`src/rtl/counter_pkg.sv`:
```
// Shared definitions for the multi-channel event counter: register map,
// CTRL bit positions and the Wishbone byte-lane helper.
package counter_pkg;

    localparam int ADDR_CH_LSB  = 4;
    localparam int ADDR_REG_LSB = 2;

    typedef enum logic [1:0] {
        REG_CTRL  = 2'd0,
        REG_LOAD  = 2'd1,
        REG_CMP   = 2'd2,
        REG_COUNT = 2'd3
    } reg_sel_e;

    localparam int CTRL_EN      = 0;
    localparam int CTRL_DIR     = 1;
    localparam int CTRL_SAT     = 2;
    localparam int CTRL_IE      = 3;
    localparam int CTRL_LD      = 4;
    localparam int CTRL_MATCH   = 8;
    localparam int CTRL_PSC_LSB = 16;
    localparam int CTRL_PSC_MSB = 23;

    function automatic logic [31:0] lane_mask(input logic [3:0] sel);
        return {{8{sel[3]}}, {8{sel[2]}}, {8{sel[1]}}, {8{sel[0]}}};
    endfunction

endpackage

```
`src/rtl/counter_channel.sv`:
```
// One counter channel: CTRL/LOAD/CMP registers, up/down wrap/saturate counter,
// sticky compare match. Optional prescaler enabled by COUNTER_PRESCALE_EN.
module counter_channel
    import counter_pkg::*;
#(
    parameter int WIDTH = 16
) (
    input  logic             clk,
    input  logic             reset_n,
    input  logic             wr_en,
    input  reg_sel_e         reg_sel,
    input  logic [31:0]      wr_data,
    input  logic [3:0]       wr_sel,
    input  logic             evt,
    output logic [31:0]      rd_data,
    output logic [WIDTH-1:0] count,
    output logic             match,
    output logic             irq_en
);

    localparam logic [WIDTH-1:0] MAX_CNT = '1;

    logic             en_q, dir_q, sat_q, ie_q, match_q;
    logic [WIDTH-1:0] load_q, cmp_q, count_q;
    logic [31:0]      mask;
    logic             ctrl_wr, do_load, w1c, tick, step, match_set;
    logic [WIDTH-1:0] stepped;

    // Wrap or hold at the range limits depending on SAT.
    function automatic logic [WIDTH-1:0] sat_step(input logic [WIDTH-1:0] cur,
                                                  input logic dir, input logic sat);
        if (!dir)
            return (cur == MAX_CNT) ? (sat ? cur : '0) : cur + WIDTH'(1);
        else
            return (cur == '0) ? (sat ? cur : MAX_CNT) : cur - WIDTH'(1);
    endfunction

    assign mask      = lane_mask(wr_sel);
    assign ctrl_wr   = wr_en & (reg_sel == REG_CTRL);
    assign do_load   = ctrl_wr & wr_sel[0] & wr_data[CTRL_LD];
    assign w1c       = ctrl_wr & wr_sel[1] & wr_data[CTRL_MATCH];
    assign tick      = en_q & evt;
    assign stepped   = sat_step(count_q, dir_q, sat_q);
    // A saturated hold leaves the count unchanged and must not re-arm MATCH.
    assign match_set = step & ~do_load & (stepped != count_q) & (stepped == cmp_q);

`ifdef COUNTER_PRESCALE_EN
    logic [7:0] psc_q, pcnt_q;

    assign step = tick & (pcnt_q == psc_q);

    always_ff @(posedge clk or negedge reset_n) begin
        if (!reset_n) begin
            psc_q  <= '0;
            pcnt_q <= '0;
        end else begin
            if (ctrl_wr && wr_sel[2])
                psc_q <= wr_data[CTRL_PSC_MSB:CTRL_PSC_LSB];
            if (ctrl_wr)
                pcnt_q <= '0;
            else if (tick)
                pcnt_q <= step ? 8'd0 : pcnt_q + 8'd1;
        end
    end
`else
    assign step = tick;
`endif

    always_ff @(posedge clk or negedge reset_n) begin
        if (!reset_n) begin
            en_q    <= 1'b0;
            dir_q   <= 1'b0;
            sat_q   <= 1'b0;
            ie_q    <= 1'b0;
            match_q <= 1'b0;
            load_q  <= '0;
            cmp_q   <= '0;
            count_q <= '0;
        end else begin
            if (ctrl_wr && wr_sel[0]) begin
                en_q  <= wr_data[CTRL_EN];
                dir_q <= wr_data[CTRL_DIR];
                sat_q <= wr_data[CTRL_SAT];
                ie_q  <= wr_data[CTRL_IE];
            end
            if (wr_en && reg_sel == REG_LOAD)
                load_q <= (load_q & ~mask[WIDTH-1:0]) | (wr_data[WIDTH-1:0] & mask[WIDTH-1:0]);
            if (wr_en && reg_sel == REG_CMP)
                cmp_q <= (cmp_q & ~mask[WIDTH-1:0]) | (wr_data[WIDTH-1:0] & mask[WIDTH-1:0]);
            if (do_load)
                count_q <= load_q;
            else if (step)
                count_q <= stepped;
            if (match_set)
                match_q <= 1'b1;
            else if (w1c)
                match_q <= 1'b0;
        end
    end

    always_comb begin
        rd_data = '0;
        case (reg_sel)
            REG_CTRL: begin
                rd_data[CTRL_EN]    = en_q;
                rd_data[CTRL_DIR]   = dir_q;
                rd_data[CTRL_SAT]   = sat_q;
                rd_data[CTRL_IE]    = ie_q;
                rd_data[CTRL_MATCH] = match_q;
`ifdef COUNTER_PRESCALE_EN
                rd_data[CTRL_PSC_MSB:CTRL_PSC_LSB] = psc_q;
`endif
            end
            REG_LOAD:  rd_data = 32'(load_q);
            REG_CMP:   rd_data = 32'(cmp_q);
            REG_COUNT: rd_data = 32'(count_q);
            default:   rd_data = '0;
        endcase
    end

    logic unused_wr;
    assign unused_wr = ^{wr_data, mask};

    assign count  = count_q;
    assign match  = match_q;
    assign irq_en = ie_q;

endmodule

```
`src/rtl/multi_channel_event_counter.sv`:
```
// N-channel event counter behind a Wishbone slave: address decode, registered
// single-cycle ack, read mux and interrupt OR. Prescaler via COUNTER_PRESCALE_EN.
module multi_channel_event_counter
    import counter_pkg::*;
#(
    parameter int CHANNELS = 4,
    parameter int WIDTH    = 16
) (
    input  logic                      clk,
    input  logic                      reset_n,
    input  logic                      wbs_cyc_i,
    input  logic                      wbs_stb_i,
    input  logic                      wbs_we_i,
    input  logic [3:0]                wbs_sel_i,
    input  logic [31:0]               wbs_adr_i,
    input  logic [31:0]               wbs_dat_i,
    output logic                      wbs_ack_o,
    output logic [31:0]               wbs_dat_o,
    input  logic [CHANNELS-1:0]       evt_i,
    output logic [CHANNELS*WIDTH-1:0] count_o,
    output logic                      irq_o
);

    logic          req;
    logic [1:0]    ch_idx;
    reg_sel_e      reg_sel;
    logic [31:0]   ch_rd [CHANNELS];
    logic [31:0]   rd_mux;
    logic [CHANNELS-1:0] ch_match, ch_ie;
    logic          ack_p1, irq_p1;
    logic [31:0]   rd_data_p1;

    // New request only when no ack is pending, so each access takes two cycles.
    assign req     = wbs_cyc_i & wbs_stb_i & ~ack_p1;
    assign ch_idx  = wbs_adr_i[ADDR_CH_LSB +: 2];
    assign reg_sel = reg_sel_e'(wbs_adr_i[ADDR_REG_LSB +: 2]);

    for (genvar i = 0; i < CHANNELS; i++) begin : g_ch
        counter_channel #(.WIDTH(WIDTH)) u_ch (
            .clk     (clk),
            .reset_n (reset_n),
            .wr_en   (req & wbs_we_i & (ch_idx == 2'(i))),
            .reg_sel (reg_sel),
            .wr_data (wbs_dat_i),
            .wr_sel  (wbs_sel_i),
            .evt     (evt_i[i]),
            .rd_data (ch_rd[i]),
            .count   (count_o[i*WIDTH +: WIDTH]),
            .match   (ch_match[i]),
            .irq_en  (ch_ie[i])
        );
    end

    // Channel indices with no instance fall through to zero.
    always_comb begin
        rd_mux = '0;
        for (int i = 0; i < CHANNELS; i++)
            if (ch_idx == 2'(i))
                rd_mux = ch_rd[i];
    end

    // Stage p1: registered ack, read data and interrupt.
    always_ff @(posedge clk or negedge reset_n) begin
        if (!reset_n) begin
            ack_p1     <= 1'b0;
            rd_data_p1 <= '0;
            irq_p1     <= 1'b0;
        end else begin
            ack_p1     <= req;
            rd_data_p1 <= (req & ~wbs_we_i) ? rd_mux : '0;
            irq_p1     <= |(ch_match & ch_ie);
        end
    end

    logic unused_adr;
    assign unused_adr = ^{wbs_adr_i[31:6], wbs_adr_i[1:0]};

    assign wbs_ack_o = ack_p1;
    assign wbs_dat_o = rd_data_p1;
    assign irq_o     = irq_p1;

endmodule

```
`config.mk`:
```
export PLATFORM = sky130hd
export DESIGN_NAME = multi_channel_event_counter
export DESIGN_NICKNAME = d
export VERILOG_FILES = /design/src/rtl/counter_pkg.sv /design/src/rtl/counter_channel.sv /design/src/rtl/multi_channel_event_counter.sv
export SDC_FILE = /design/constraint.sdc
export NUM_CORES = 1
export LEC_CHECK = 0
export CAP_MARGIN = 15
export CORE_ASPECT_RATIO = 0.5
export CORE_MARGIN = 2
export CORE_UTILIZATION = 60
export DETAILED_ROUTE_END_ITERATION = 16
export GPL_TIMING_DRIVEN = 1
export PLACE_DENSITY_LB_ADDON = 0.05
export SLEW_MARGIN = 0
export SYNTH_ARGS = -nofsm -noshare
export SYNTH_HDL_FRONTEND = slang
export SYNTH_SLANG_ARGS = --single-unit
```
`constraint.sdc`:
```
create_clock -name clk -period 6.7 [get_ports clk]
set_input_delay 1.34 -clock clk [delete_from_list [all_inputs] [get_ports clk]]
set_output_delay 1.34 -clock clk [all_outputs]
set_load 0.005 [all_outputs]
```
==> results by group, run 1 <==
Run status
  – Status: complete, no violations

Timing
  – TNS Setup: 0 ps
  – Final setup violation count: 0
  – Worst Tran Pin Value: 1120 ps
  – Final min period: 4373 ps
  – Slew headroom: 24.70%
  – Clock Skews: 10.68 ps
  – RSZ-0062 raised after global routing: no
  – Upper clock frequency limit: 0.2287 GHz
  – Post-route setup slack: 2327 ps
  – Fin. Hold Viols: 0
  – Final Slew Violations: 0
  – Crit share post-route: 65.26%

Setup path
  – WP data arrival: 4790 ps
  – CP startpoint kind: flop
  – Delay-heaviest family, CP: compound AO/OA/AOI/OAI gates
  – Max incr delay on CP: 980 ps
  – Cells along the critical path: nor4_2 -> nand4_2 -> o31ai_1 -> o32ai_1 -> xnor2_1 -> a2111o_1 -> or4_1 -> o41ai_2
  – Crit-path slowest cell: o31ai_1
  – Critical path class: reg -> reg
  – Critical Path Fanout Max: 12
  – Worst Path Buf+Inv: 0
  – Capturing element type of the critical path: flop
  – Req. time, crit path: 7120 ps

Power and ir drop
  – Leak Pwr: 7.639 nW
  – PD cells: 327.8 nW/µm²
  – Max VDD drop: 0.1855 mV

Clock tree
  – CTS Buffer Depth: 3
  – Post-cts resize count: 0
  – Post-CTS Setup Bufs: 0
  – CTS Sinks: 230
  – Clock-pin slew on the worst setup and hold paths: 60 ps
  – H-tree depth: 1
  – TritonCTS Buffers: 24
  – Number of hold buffers added after CTS: 0
  – Clk_lat worst skew: 520 ps
  – CTS tree: built
  – Root Driver: clkbuf_16

Placement
  – Post-Place Setup Slack: 2355 ps
  – Hpwl dp: 41590 µm
  – Placed Cells: 2325
  – IO buf count: 112
  – Gp weighted congestion: 0.9943

GRT
  – First-pass GRT wire length: 89910 µm
  – Initial antenna violation count: 0
  – Grt met3 use: 7.541%
  – M2 GR Usage: 54.28%
  – GR peak layer: met1
  – Total grt overflow: 0
  – Met1 usage: 60.23%
  – Number of global-route vias before repair: 14832
  – Largest net degree at the start of global routing: 124
  – GRT Total Usage: 38.55%

Finish
  – Diodes inserted: 0
  – Area Growth Syn to Fin: 10.84%
  – Layout Utilization: 68.31%
  – Fill cells: 2322
  – Layout Cells excl Fill: 2368
  – Share of post-route cells with drive strength above 1: 15.36%
  – Layout net count: 2059

Logic synthesis
  – Synth Flop Type: dfrtp_1
  – Mean post-synth cell area: 8.724 µm²
  – Post-synth cell types: 91
  – Synth async-reset ratio: 100.0%
  – Cells after synthesis: 1980
  – EDFF count, synth: 0
  – Synth Cell Area: 17270 µm²
  – Register area share after synthesis: 33.32%
  – Yosys top cell by area: dfrtp_1
  – Ranking of synthesized cells by area: dfrtp_1 (33%), mux2_2 (12%), nand2_1 (3.8%), nor2_1 (3.3%), o21ai_0 (3.2%)
  – Synth top area share: 33.32%
  – Ys Warns: 0
  – Seq cells post-synth: 230

Floorplanning
  – Die height: 124.0 µm
  – Die area: 30250 µm²
  – CORE AREA: 28030 µm²
  – Row cnt: 43
  – Initial core utilization: 61.63%
  – I/O pin count: 175
  – DIE WIDTH: 244.0 µm

Route
  – Drt via density: 7.126
  – DR WL/cell: 25.05 µm
  – Routed Antenna Nets: 0
  – WL final: 59330 µm
  – Drt initial violations: 2268
  – Vias: 16874
  – Drt first pass iters: 6
  – DR DRC count: 0

Hold path
  – Hold crit path type: reg -> reg

Flow run
  – Max-Cap Viols: 0
[cell families after synthesis]
group,share of synthesized area [%]
mux,15.80
other cells,0.02171
compound gates,20.27
flops,33.32
simple gates,21.21
fa+ha+maj,0.8692
xor+xnor,3.093
buf+inv,5.411
[cells in the mapped netlist (25+ instances only)]
cell type,number
o21ai_0,112
a211oi_1,29
inv_1,41
nor2_1,150
a221oi_1,44
mux2_2,186
mux2i_1,41
nand4_1,43
nand3_1,58
a21oi_1,109
xnor2_1,29
xor2_1,32
nor3_1,63
clkbuf_1,140
or3_1,26
nor4_1,31
dfrtp_1,230
a31oi_1,34
nand2_1,175
or4_1,28
and3_1,25
[area by class of cell]
cell class / instances / area [µm²] / share of cell area [%]
Clock buffer: 33 / 705.7 / 3.686
Clock inverter: 9 / 120.1 / 0.6273
Inverter: 43 / 161.4 / 0.8430
Multi-Input combinational cell: 1541 / 10660 / 55.65
Sequential cell: 230 / 5756 / 30.06
Tap cell: 382 / 478.0 / 2.496
Timing Repair Buffer: 130 / 1271 / 6.639
[per-layer routing]
| metal | share of wire, % | up-vias |
|---|---|---|
| li1 | - | 7433 |
| met1 | 44 | 8213 |
| met2 | 41 | 1122 |
| met3 | 12 | 106 |
| met4 | 2.5 | 0 |
| met5 | 0 | - |
[metrics by stage]
step | power [mW] | cell area, µm² | hold WS, ps
2_1_floorplan | 3.812 | 17330 | 451.8
3_3_place_gp | 4.720 | 18310 | 445.3
3_5_place_dp | 4.758 | 18310 | 459.9
4_1_cts | 6.160 | 19130 | 468.1
5_1_grt | 6.574 | 19150 | 517.6
6_report | 6.276 | 19150 | 463.1
[cells in the final DEF (no fill, tap or decap), types with 12 or more instances in the layout]
master	netlist	final
ha_1	12	12
nor3_1	63	63
a22oi_1	21	21
mux2i_1	41	41
a21oi_1	109	109
and4_1	12	12
o211ai_1	14	14
and2_1	17	17
dfrtp_1	230	230
a211oi_1	29	29
or2_2	14	14
and3_1	25	25
o31ai_1	19	19
xnor2_1	29	29
buf_4	18	16
nand4_1	43	43
clkbuf_16	0	25
nand3_1	58	58
or4_1	28	28
nor2_1	150	147
inv_1	41	41
xor2_1	32	32
nor4_1	31	31
conb_1	1	16
or3_1	26	26
o21ai_0	112	112
mux2_2	186	186
clkdlybuf4s50_1	0	109
a31oi_1	34	34
a221oi_1	44	44
nand2_1	175	175
[report_power, final]
| group | switching, mW | total [mW] | internal [mW] |
|---|---|---|---|
| registers | 0.691 | 2.27 | 1.58 |
| clock network | 0.560 | 1.41 | 0.848 |
| logic | 1.42 | 2.60 | 1.17 |
| total | 2.68 | 6.28 | 3.60 |
[final timing paths]
path / startpoint / to / slack [ps] / depth (start not counted)
min in group asynchronous: reset_n / g_ch[2].u_ch.count[5] / 830 / 1
worst max-delay path: g_ch[3].u_ch.count[8] / g_ch[3].u_ch.match / 2330 / 8
max in group asynchronous: reset_n / g_ch[0].u_ch.count[9] / 4740 / 2
worst min register to register: wbs_ack_o / wbs_ack_o / 460 / 1
worst min-delay path: wbs_ack_o / wbs_ack_o / 460 / 1
worst max register to register: g_ch[3].u_ch.count[8] / g_ch[3].u_ch.match / 2330 / 8
Power figures use the tool's default switching activity.
==> run 2: changes to the inputs <==
--- a/config.mk
+++ b/config.mk
@@ -8,7 +8,7 @@
 export CAP_MARGIN = 15
 export CORE_ASPECT_RATIO = 0.5
 export CORE_MARGIN = 2
-export CORE_UTILIZATION = 60
+export CORE_UTILIZATION = 59
 export DETAILED_ROUTE_END_ITERATION = 16
 export GPL_TIMING_DRIVEN = 1
 export PLACE_DENSITY_LB_ADDON = 0.05
==> constraint.sdc (replaced) <==
create_clock -name clk -period 4.3 [get_ports clk]
set_input_delay 0.86 -clock clk [delete_from_list [all_inputs] [get_ports clk]]
set_output_delay 0.86 -clock clk [all_outputs]
set_load 0.005 [all_outputs]
==> results by group, run 2 (synthesis gave the netlist of run 1 again) <==
Timing
  – Post-route setup slack: 542.0 ps (was 2327 ps)
  – Slew headroom: 22.74% (was 24.70%)
  – Clock Skews: 28.01 ps (was 10.68 ps)
  – Final Slew Violations: 0 (unchanged)
  – Final min period: 3758 ps (was 4373 ps)
  – TNS Setup: 0 ps (unchanged)
  – Fin. Hold Viols: 0 (unchanged)
  – Worst Tran Pin Value: 1144 ps (was 1120 ps)
  – Upper clock frequency limit: 0.2661 GHz (was 0.2287 GHz)
  – Final setup violation count: 0 (unchanged)
  – RSZ-0062 raised after global routing: no (unchanged)
  – Crit share post-route: 87.40% (was 65.26%)

Placement
  – Post-Place Setup Slack: 644.0 ps (was 2355 ps)
  – Hpwl dp: 45700 µm (was 41590 µm)
  – Placed Cells: 2404 (was 2325)
  – IO buf count: 112 (unchanged)
  – Gp weighted congestion: 0.9974 (was 0.9943)

Power and ir drop
  – PD cells: 526.4 nW/µm² (was 327.8 nW/µm²)
  – Combinational share of power: 46.0% (was 41.4%)
  – Power Total: 10.41 mW (was 6.276 mW)
  – Pint: 6.015 mW (was 3.601 mW)
  – Clock power frac: 23.6% (was 22.4%)
  – Part of the power in registers: 30.5% (was 36.2%)
  – Leak Pwr: 8.019 nW (was 7.639 nW)
  – Max VDD drop: 0.2765 mV (was 0.1855 mV)
  – Sw frac: 42.21% (was 42.62%)
  – NetSw: 4.393 mW (was 2.675 mW)

GRT
  – Initial antenna violation count: 0 (unchanged)
  – Number of global-route vias before repair: 16335 (was 14832)
  – Largest net degree at the start of global routing: 82 (was 124)
  – GRT Total Usage: 41.61% (was 38.55%)
  – Total grt overflow: 0 (unchanged)
  – First-pass GRT wire length: 99730 µm (was 89910 µm)

Clock tree
  – Clk_lat worst skew: 540 ps (was 520 ps)
  – Post-cts resize count: 0 (unchanged)
  – Root Driver: clkbuf_16 (unchanged)
  – H-tree depth: 1 (unchanged)
  – CTS Sinks: 230 (unchanged)
  – Post-CTS Setup Bufs: 0 (unchanged)
  – CTS Buffer Depth: 3 (unchanged)
  – Number of hold buffers added after CTS: 0 (unchanged)
  – CTS tree: built (unchanged)
  – TritonCTS Buffers: 23 (was 24)
  – Clock-pin slew on the worst setup and hold paths: 70 ps (was 60 ps)

Floorplanning
  – Die height: 125.0 µm (was 124.0 µm)
  – CORE AREA: 28900 µm² (was 28030 µm²)
  – DIE WIDTH: 246.0 µm (was 244.0 µm)
  – Initial core utilization: 59.77% (was 61.63%)
  – Die area: 30750 µm² (was 30250 µm²)
  – I/O pin count: 175 (unchanged)
  – Row cnt: 44 (was 43)

Finish
  – Area Growth Syn to Fin: 14.47% (was 10.84%)
  – Commonest cells after routing, fill and taps aside: dfrtp_1 (230), mux2_2 (186), nand2_1 (175) (unchanged)
  – Share of post-route cells with drive strength above 1: 18.25% (was 15.36%)
  – Layout Cells excl Fill: 2447 (was 2368)
  – Layout net count: 2127 (was 2059)
  – Most common cell after layout, fill and taps aside: dfrtp_1 (unchanged)

Route
  – DR WL/cell: 26.65 µm (was 25.05 µm)
  – WL final: 65210 µm (was 59330 µm)
  – Drt first pass iters: 6 (unchanged)
  – Vias: 17846 (was 16874)
  – DR DRC count: 0 (unchanged)
  – Drt via density: 7.293 (was 7.126)
  – Drt initial violations: 2648 (was 2268)
  – Routed Antenna Nets: 0 (unchanged)

Flow run
  – Max-Cap Viols: 0 (unchanged)

Setup path
  – Critical Path Fanout Max: 14 (was 12)
  – WP data arrival: 4190 ps (was 4790 ps)
  – Capturing element type of the critical path: flop (unchanged)
  – CP startpoint kind: flop (unchanged)
  – Req. time, crit path: 4730 ps (was 7120 ps)
  – Critical path class: reg -> reg (unchanged)

Hold path
  – Hold crit path type: in -> async (was reg -> reg)

Run status
  – Status: complete, no violations (unchanged)
==> run 2: cell types whose count changed in the layout (fill, tap and decap cells not counted), sizes merged <==
cell	change
buf	+69
bufinv	+5
clkbuf	-4
clkinv	-4
clkinvlp	+2
diode	+1
inv	+1
==> run 2: cell type report <==
| cell class | count | area (µm²) |
|---|---|---|
| sequential | 230 | 5756 |
| clock inverter | 13 | 277.8 |
| timing repair buffer | 199 | 1794 |
| clock buffer | 29 | 638.1 |
| antenna | 1 | 2.502 |
| fill | 2205 | 9129 |
| tap | 391 | 489.2 |
| multi-input combinational | 1541 | 10660 |
| inverter | 43 | 161.4 |
==> run 2: power groups by stage <==
stage               Sequential, mW  Combinational (mW)  Clock, mW
floorplan                     2.81                3.13          0
global placement              3.12                4.48          0
detailed placement            3.14                4.58          0
CTS                           3.12                4.64       2.43
global route                  3.20                5.12       2.51
finish                        3.17                4.79       2.45
==> run 2: final timing paths <==
check | startpoint | endpoint | slack (ps) | cells past startpoint
setup / recovery | g_ch[3].u_ch.count[4] | g_ch[3].u_ch.match | 540 | 8
hold / removal | reset_n | g_ch[2].u_ch.count[2] | 320 | 1
setup reg to reg | g_ch[3].u_ch.count[4] | g_ch[3].u_ch.match | 540 | 8
hold reg to reg | wbs_ack_o | wbs_ack_o | 460 | 1
max in group asynchronous | reset_n | async pin | 2910 | 2
min in group clk | wbs_ack_o | wbs_ack_o | 460 | 1
==> run 2: metal layers <==
metal | wire length [µm] | vias to the layer above | global-route usage (%)
li1 | - | 7569 | -
met1 | 26550 | 8567 | 63.20
met2 | 26530 | 1488 | 57.68
met3 | 9767 | 222 | 10.52
met4 | 2364 | 0 | 13.08
met5 | 0 | - | 0
==> run 2: critical path, stage by stage (launching register included) <==
cell and delay [ps]:
dfrtp_1 670, nand4_2 390, nor4_2 570, o21ai_1 180, o32ai_1 460, xnor2_1 160
a2111o_1 400, or4_1 460, o41ai_2 350
==> run 2: through the flow <==
stage	hold WS [ps]	util, %	cell area (µm²)
2_1_floorplan	451.8	-	17330
3_3_place_gp	446.0	65.24	18860
3_5_place_dp	456.0	65.24	18860
4_1_cts	351.1	68.41	19770
5_1_grt	378.6	68.41	19770
6_report	319.0	68.42	19770
